===== config.mk =====
export PLATFORM = sky130hd
export DESIGN_NAME = router_sync_nport_flat
export DESIGN_NICKNAME = d
export VERILOG_FILES = /design/src/rtl/router_sync_nport_if.sv /design/src/rtl/router_sync_nport.sv /design/src/flat_wrapper.sv
export SDC_FILE = /design/constraint.sdc
export NUM_CORES = 1
export LEC_CHECK = 0
export BUFFER_PORTS_ARGS = -buffer_cell sky130_fd_sc_hd__buf_2
export CAP_MARGIN = 20
export CELL_PAD_IN_SITES_DETAIL_PLACEMENT = 0
export CELL_PAD_IN_SITES_GLOBAL_PLACEMENT = 1
export CORE_MARGIN = 2
export CORE_UTILIZATION = 38
export CTS_BUF_LIST = sky130_fd_sc_hd__clkbuf_4 sky130_fd_sc_hd__clkbuf_8 sky130_fd_sc_hd__clkbuf_16
export CTS_CLUSTER_DIAMETER = 150
export DETAILED_ROUTE_END_ITERATION = 10
export GPL_ROUTABILITY_DRIVEN = 0
export MAX_ROUTING_LAYER = met4
export PLACE_DENSITY_LB_ADDON = 0.1
export SLEW_MARGIN = 10
export SYNTH_ARGS = -nofsm -noshare
export SYNTH_HDL_FRONTEND = slang
export SYNTH_SLANG_ARGS = --single-unit
export TNS_END_PERCENT = 100

===== constraint.sdc =====
create_clock -name clock -period 1.88 [get_ports clock]
set_input_delay 0.282 -clock clock [delete_from_list [all_inputs] [get_ports clock]]
set_output_delay 0.282 -clock clock [all_outputs]
set_load 0.03 [all_outputs]

===== src/rtl/router_sync_nport_if.sv =====
// Handshake bundle between the router FSM/FIFO side and router_sync_nport.
// Optional status signals exist only when ROUTER_SYNC_STATUS_EN is defined.
interface router_sync_nport_if #(
    parameter int NUM_PORTS = 3,
    parameter int ADDR_W    = 2
);
    logic                 detect_add;
    logic [ADDR_W-1:0]    data_in;
    logic                 write_enb_reg;
    logic [NUM_PORTS-1:0] full;
    logic [NUM_PORTS-1:0] empty;
    logic [NUM_PORTS-1:0] read_enb;
    logic [NUM_PORTS-1:0] write_enb;
    logic                 fifo_full;
    logic [NUM_PORTS-1:0] vld_out;
    logic [NUM_PORTS-1:0] soft_reset;
    logic                 addr_err;
`ifdef ROUTER_SYNC_STATUS_EN
    logic [NUM_PORTS-1:0] timeout_sts;
    logic                 sts_clr;

    modport master (
        output detect_add, data_in, write_enb_reg, full, empty, read_enb, sts_clr,
        input  write_enb, fifo_full, vld_out, soft_reset, addr_err, timeout_sts
    );
    modport slave (
        input  detect_add, data_in, write_enb_reg, full, empty, read_enb, sts_clr,
        output write_enb, fifo_full, vld_out, soft_reset, addr_err, timeout_sts
    );
`else
    modport master (
        output detect_add, data_in, write_enb_reg, full, empty, read_enb,
        input  write_enb, fifo_full, vld_out, soft_reset, addr_err
    );
    modport slave (
        input  detect_add, data_in, write_enb_reg, full, empty, read_enb,
        output write_enb, fifo_full, vld_out, soft_reset, addr_err
    );
`endif
endinterface


===== src/rtl/router_sync_nport.sv =====
// N-port router write/read synchroniser: address latch, write steering, per-port watchdog.
// Optional sticky timeout status is enabled by defining ROUTER_SYNC_STATUS_EN.
module router_sync_nport #(
    parameter int NUM_PORTS = 3,
    parameter int ADDR_W    = 2,
    parameter int TIMEOUT   = 30,
    parameter int CNT_W     = 5
) (
    input  logic                  clock,
    input  logic                  resetn,
    router_sync_nport_if.slave    bus
);

    localparam logic [CNT_W-1:0]  CNT_LAST   = CNT_W'(TIMEOUT - 1);
    localparam logic [CNT_W-1:0]  CNT_ONE    = CNT_W'(1);
    // One extra bit so NUM_PORTS == 2**ADDR_W still compares correctly.
    localparam logic [ADDR_W:0]   PORT_LIMIT = (ADDR_W + 1)'(NUM_PORTS);

    logic [ADDR_W-1:0]                addr_q, addr_d;
    logic [NUM_PORTS-1:0][CNT_W-1:0]  cnt_q, cnt_d;
    logic [NUM_PORTS-1:0]             soft_reset_q, soft_reset_d;
    logic [NUM_PORTS-1:0]             sel_s;
    logic [NUM_PORTS-1:0]             write_enb_s;
    logic                             fifo_full_s;
    logic                             addr_err_s;

    function automatic logic [NUM_PORTS-1:0] port_decode(input logic [ADDR_W-1:0] addr);
        logic [NUM_PORTS-1:0] dec;
        dec = '0;
        for (int i = 0; i < NUM_PORTS; i++) begin
            dec[i] = (addr == ADDR_W'(i));
        end
        return dec;
    endfunction

    // Destination address capture on header detection.
    always_comb begin
        addr_d = addr_q;
        if (bus.detect_add) begin
            addr_d = bus.data_in;
        end else begin
            addr_d = addr_q;
        end
    end

    // Write steering and full-flag return; an illegal address drops the packet.
    always_comb begin
        addr_err_s  = ({1'b0, addr_q} >= PORT_LIMIT);
        sel_s       = port_decode(addr_q);
        write_enb_s = '0;
        fifo_full_s = 1'b0;
        if (!resetn || addr_err_s) begin
            write_enb_s = '0;
            fifo_full_s = 1'b0;
        end else begin
            write_enb_s = bus.write_enb_reg ? sel_s : '0;
            fifo_full_s = |(bus.full & sel_s);
        end
    end

    // Per-port stall counters; the counter clears on the timeout instead of wrapping.
    always_comb begin
        cnt_d        = cnt_q;
        soft_reset_d = '0;
        for (int i = 0; i < NUM_PORTS; i++) begin
            if (bus.empty[i] || bus.read_enb[i]) begin
                cnt_d[i] = '0;
            end else if (cnt_q[i] == CNT_LAST) begin
                cnt_d[i]        = '0;
                soft_reset_d[i] = 1'b1;
            end else begin
                cnt_d[i] = cnt_q[i] + CNT_ONE;
            end
        end
    end

    // State registers with synchronous active-low reset.
    always_ff @(posedge clock) begin
        if (!resetn) begin
            addr_q       <= '0;
            cnt_q        <= '0;
            soft_reset_q <= '0;
        end else begin
            addr_q       <= addr_d;
            cnt_q        <= cnt_d;
            soft_reset_q <= soft_reset_d;
        end
    end

    assign bus.write_enb  = write_enb_s;
    assign bus.fifo_full  = fifo_full_s;
    assign bus.vld_out    = ~bus.empty;
    assign bus.soft_reset = soft_reset_q;
    assign bus.addr_err   = addr_err_s;

`ifdef ROUTER_SYNC_STATUS_EN
    logic [NUM_PORTS-1:0] timeout_sts_q, timeout_sts_d;

    // Sticky timeout status; a pulse arriving with a clear request keeps the bit set.
    always_comb begin
        timeout_sts_d = timeout_sts_q;
        if (bus.sts_clr) begin
            timeout_sts_d = soft_reset_q;
        end else begin
            timeout_sts_d = timeout_sts_q | soft_reset_q;
        end
    end

    // Status register.
    always_ff @(posedge clock) begin
        if (!resetn) begin
            timeout_sts_q <= '0;
        end else begin
            timeout_sts_q <= timeout_sts_d;
        end
    end

    assign bus.timeout_sts = timeout_sts_q;
`endif

endmodule


===== src/flat_wrapper.sv =====
// flat-port wrapper written by rule: the top's interface ports become plain ports
module router_sync_nport_flat 
#(
    parameter int NUM_PORTS = 3,
    parameter int ADDR_W    = 2,
    parameter int TIMEOUT   = 30,
    parameter int CNT_W     = 5
)
  (clock, resetn, bus_detect_add, bus_data_in, bus_write_enb_reg, bus_full, bus_empty, bus_read_enb, bus_write_enb, bus_fifo_full, bus_vld_out, bus_soft_reset, bus_addr_err);
  router_sync_nport_if #(.NUM_PORTS(NUM_PORTS), .ADDR_W(ADDR_W)) bus_i ();
  input  logic clock;
  input  logic resetn;
  input wire logic [$bits(bus_i.detect_add)-1:0] bus_detect_add;
  input wire logic [$bits(bus_i.data_in)-1:0] bus_data_in;
  input wire logic [$bits(bus_i.write_enb_reg)-1:0] bus_write_enb_reg;
  input wire logic [$bits(bus_i.full)-1:0] bus_full;
  input wire logic [$bits(bus_i.empty)-1:0] bus_empty;
  input wire logic [$bits(bus_i.read_enb)-1:0] bus_read_enb;
  output wire logic [$bits(bus_i.write_enb)-1:0] bus_write_enb;
  output wire logic [$bits(bus_i.fifo_full)-1:0] bus_fifo_full;
  output wire logic [$bits(bus_i.vld_out)-1:0] bus_vld_out;
  output wire logic [$bits(bus_i.soft_reset)-1:0] bus_soft_reset;
  output wire logic [$bits(bus_i.addr_err)-1:0] bus_addr_err;
  assign bus_i.detect_add = bus_detect_add;
  assign bus_i.data_in = bus_data_in;
  assign bus_i.write_enb_reg = bus_write_enb_reg;
  assign bus_i.full = bus_full;
  assign bus_i.empty = bus_empty;
  assign bus_i.read_enb = bus_read_enb;
  assign bus_write_enb = bus_i.write_enb;
  assign bus_fifo_full = bus_i.fifo_full;
  assign bus_vld_out = bus_i.vld_out;
  assign bus_soft_reset = bus_i.soft_reset;
  assign bus_addr_err = bus_i.addr_err;
  router_sync_nport #(.NUM_PORTS(NUM_PORTS), .ADDR_W(ADDR_W), .TIMEOUT(TIMEOUT), .CNT_W(CNT_W)) u_core (.clock(clock), .resetn(resetn), .bus(bus_i));
endmodule

=== Word level (Yosys, flattened, before mapping) ===
Index checks and enable logic that the tools add are counted.

* Register bits: 20
* Word-level logic and storage cells: 38

* Order comparisons: 1
* Reduce and logical (&&, ||, !) cells: 13
* Bitwise operators: 3
* $add $sub $neg: 3
* Muxes and demuxes: 6
* Eq/ne operators: 5

{| class="wikitable"
|+ Operator list
! cell !! count
|-
| $add 5x1->5 const B || 3
|-
| $eq 5x5->1 const B || 3
|-
| $reduce_or 3->1 || 4
|-
| $mux 3 || 2
|-
| $reduce_or 2->1 || 3
|-
| $logic_or 1x1->1 || 4
|-
| $mux 1 || 4
|-
| $and 3x3->3 || 1
|-
| $not 3->3 || 1
|-
| $eq 2x1->1 const B || 1
|-
| $eq 2x2->1 const B || 1
|-
| $ge 2x2->1 const B || 1
|-
| $logic_not 2->1 || 1
|-
| $logic_not 1->1 || 1
|-
| $not 1->1 || 1
|}

=== Logic depth before layout (Yosys ltp) ===
* Depth in word-level cells: 4
* Gate-level depth with buffers: 5
* Gate-level depth less buffers: 5

=== Worst setup path after synthesis ===
OpenSTA, ideal clock, no wires.

* Kind: flip-flop to output port
* From: reg u_core.addr_q[0]
* To: out bus_write_enb[1]
* Data arrival time: 1.151 ns
* Buffers on the path: 0
* Stages on the path, launching flop included: 2
* Slack: 0.447 ns
* Data required time: 1.598 ns
* Cell sequence: dfxtp_1 -> nor3b_1

* Word-level cells in the longest chain between the ends: 3
* Elaborated cells between the ends (all ways): 5

{| class="wikitable"
|+ Ends and longest elaborated chain
! what !! RTL line !! text
|-
| from (decl) || router_sync_nport.sv:19 || <nowiki>logic [ADDR_W-1:0] addr_q, addr_d;</nowiki>
|-
| from (signal assigned) || router_sync_nport.sv:84 || <nowiki>addr_q <= addr_d;</nowiki>
|-
| $ge 2x2->1 / $eq 2x1->1 (equally long branches) || router_sync_nport.sv:48, router_sync_nport.sv:31 ||
|-
| $logic_or 1x1->1 / $mux 3 (equally long branches) || router_sync_nport.sv:52, router_sync_nport.sv:56 ||
|-
| $mux 3 (*) || router_sync_nport.sv:52 || <nowiki>if (!resetn || addr_err_s) begin</nowiki>
|-
| to (decl) || flat_wrapper.sv:19 || <nowiki>output wire logic [$bits(bus_i.write_enb)-1:0] bus_write_enb;</nowiki>
|}

Mark *: on every way between the ends. The rest lies on a longest branch, timed or not.

=== Final worst setup path ===
* From: reg u_core.addr_q[0]
* To: out bus_fifo_full

* Word-level cells in the longest chain between the ends: 4
* Elaborated cells between the ends (all ways): 8

{| class="wikitable"
|+ Ends and longest elaborated chain
! what !! RTL line !! text
|-
| $eq 2x1->1 (tied with other cells) || router_sync_nport.sv:31 || <nowiki>dec[i] = (addr == ADDR_W'(i));</nowiki>
|-
| $and 3x3->3 || router_sync_nport.sv:57 || <nowiki>fifo_full_s = |(bus.full & sel_s);</nowiki>
|-
| $reduce_or 3->1 || router_sync_nport.sv:57 ||
|-
| $mux 1 (*) || router_sync_nport.sv:52 ||
|-
| to (decl) || flat_wrapper.sv:20 || <nowiki>output wire logic [$bits(bus_i.fifo_full)-1:0] bus_fifo_full;</nowiki>
|}

Marked as above.

==> results by group <==
Job
  – Max Cap Viol: 0

Clock network
  – CTS root buffer: clkbuf_4
  – CTS Hold Bufs: 0
  – Worst-skew pair later-pin latency: 0.29 ns
  – Clock-pin slew on the worst setup and hold paths: 0.11 ns
  – Setup Buffers After CTS: 0
  – CTS tree: built
  – Post_cts resized: 0
  – TritonCTS buffer count: 3
  – H-tree Lvls: 1
  – Clk sinks: 20
  – Max Buffers Root-to-Sink: 2

Timing
  – RSZ-0062 raised after global routing: no
  – Final worst slack: between 0.2 and 0.3 ns
  – Max Freq: 0.623 GHz
  – Max Clock Skew: 0.00545 ns
  – Slew Limit Fails: 0
  – Final setup violation count: 0
  – Final min period: 1.61 ns
  – Fin crit share: 0.854
  – Relative slew slack: 0.841
  – Final hold vios: 0
  – Worst Tran Pin Value: 0.235 ns
  – Final setup TNS: 0 ns

Synth
  – Count of cell types in the netlist: 19
  – #FFs+latches synth: 20
  – Syn Inst Count: between 80 and 90
  – Synthesis Warnings: 0
  – Sequential area share after synthesis: 0.480
  – Syn nets: 108
  – Avg Inst Size Synth: 9.59 sq um
  – Mapped Area: about 830 sq um

Setup path
  – Top delay family on crit path: flip-flops
  – Worst Path Max Fanout: 7
  – CP bufs+invs: 1
  – Worst r2r path cells: 5
  – Nature of the critical path startpoint: flop
  – Worst path depth: 4
  – Slowest CP cell: dfxtp_1
  – Worst path required time: 1.60 ns
  – Critical path endpoint category: primary output
  – Crit Path Class: flop to primary output
  – Worst path cell trace: mux2i_1 > o21ai_1 > and2_1 > buf_2
  – Arrival time worst endpoint: 1.32 ns
  – CP peak stage delay: 0.44 ns

Global route
  – Tot GR Track Use: 0.119
  – Gr ovfl total: 0
  – First-pass GRT wire length: 2260 microns
  – Vias in the first global route: 550
  – Initial antenna violation count: 0
  – Largest net degree at the start of global routing: 13

Floorplanning
  – FP Rows: 16
  – I/O Pins: 26
  – Initial Utilization: 0.413
  – Chip Height: 50.9 microns
  – Core area: 2020 sq um
  – Die Span X: 50.9 microns
  – Die area: 2590 sq um

Layout
  – Share of cells above drive strength 1: 0.267
  – # diodes: 0
  – Area Overhead vs Synth: 25.3%
  – Nets: ~140

Route
  – DR vias/cell: between 4 and 5
  – Post-route ant nets: 0
  – Wirelength per Cell: 9.55 microns
  – DR iter-0 viols: 7
  – Via Count: 630
  – DRC Markers: 0
  – Detailed-router iteration count before antenna repair: 4
  – Drt total wl: 1370 microns

Hold path
  – HP Class: input port to flop
  – Hold Path Depth: 2

Placed design
  – Port Buffers: 25
  – Place WS: 0.609 ns
  – Final HPWL DP: 1010 microns

Power and ir drop
  – Maximum vdd ir drop: 563 uV
  – Pwr dens: 809 nW/um^2
  – Leakage Power: about 0.46 nW

Run status
  – Status: complete, no violations
cell families (layout without fill, tap and decap cells):
logic type | Yosys count | after routing | synth area share
AOI/OAI and AO/OA | 1 | 1 | 0.00599
xor gates and xnor gates | 9 | 9 | 0.0945
adders and majority gates | 6 | 6 | 0.0900
buffers and inverters | 7 | 36 | 0.0315
DFF | 20 | 20 | 0.480
muxes | 3 | 3 | 0.0360
and+or+nand+nor | 41 | 41 | 0.262
cells in the mapped netlist (all sizes together):
master | instances | share of area
and2 | 2 | 0.015
dfxtp | 20 | 0.48
ha | 6 | 0.090
inv | 7 | 0.031
mux2i | 3 | 0.036
nand2 | 2 | 0.012
nand3 | 7 | 0.042
nand3b | 1 | 0.0090
nand4 | 4 | 0.030
nor2 | 16 | 0.072
nor2b | 3 | 0.022
nor3 | 1 | 0.0060
nor3b | 3 | 0.033
nor4b | 2 | 0.021
o21ai | 1 | 0.0060
xnor2 | 3 | 0.031
xor2 | 6 | 0.063
state kept, by name, summed over array words and instances, names as in the netlist:
signal / count
u_core.cnt_q: 15
u_core.bus.soft_reset: 3
u_core.addr_q: 2
layout by cell type, fill, tap and decap left out, types with 3 or more instances in the layout:
master    instances
buf_2            25
dfxtp_1          20
nor2_1           16
inv_1             7
nand3_1           7
xor2_1            6
ha_1              6
nand4_1           4
mux2i_1           3
nor2b_1           3
xnor2_1           3
clkbuf_4          3
worst paths after layout:
kind,startpoint,to,slack (ns)
worst max-delay path,u_core.addr_q[0],bus_fifo_full,0.27
worst max register to register,u_core.cnt_q[1],u_core.cnt_q[3],0.74
worst min register to register,u_core.cnt_q[5],u_core.cnt_q[5],0.48
worst min-delay path,bus_read_enb[2],u_core.bus.soft_reset[2],0.15
layout make-up:
class                   count  area [sq um]
clock buffers               3          22.5
multi-input cells          60           408
flip-flops and latches     20           400
clock inverters             1          30.0
repair buffers             25           125
well taps                  27          33.8
fillers                   202           976
inverters                   7          26.3
worst register-to-register path: cells and delay by family, from the launching register on:
kind	cells	cell delay, ns
adders and majority gates	1	0.17
buffers and inverters	1	0.05
DFF	1	0.37
and+or+nand+nor	3	0.49
report_power, final:
part | internal [mW] | switching [mW]
logic | 0.0291 | 0.0387
clock network | 0.215 | 0.127
registers | 0.430 | 0.00721
layer usage:
layer	track usage	wire [microns]
met4	0.0270	9
met2	0.186	551
met1	0.142	713
met5	-	0
met3	0.0526	91
metrics by stage:
step | std cells | util | hold slack, ns | area (sq um) | total power [mW]
2_1_floorplan | 87 | - | 0.359 | 835 | 0.484
3_3_place_gp | 139 | 0.491 | 0.447 | 993 | 0.514
3_5_place_dp | 139 | 0.491 | 0.455 | 993 | 0.515
4_1_cts | 143 | 0.517 | 0.134 | 1050 | 0.865
5_1_grt | 143 | 0.517 | 0.114 | 1050 | 0.893
6_report | 143 | 0.517 | 0.147 | 1050 | 0.846
Power figures use the tool's default switching activity.
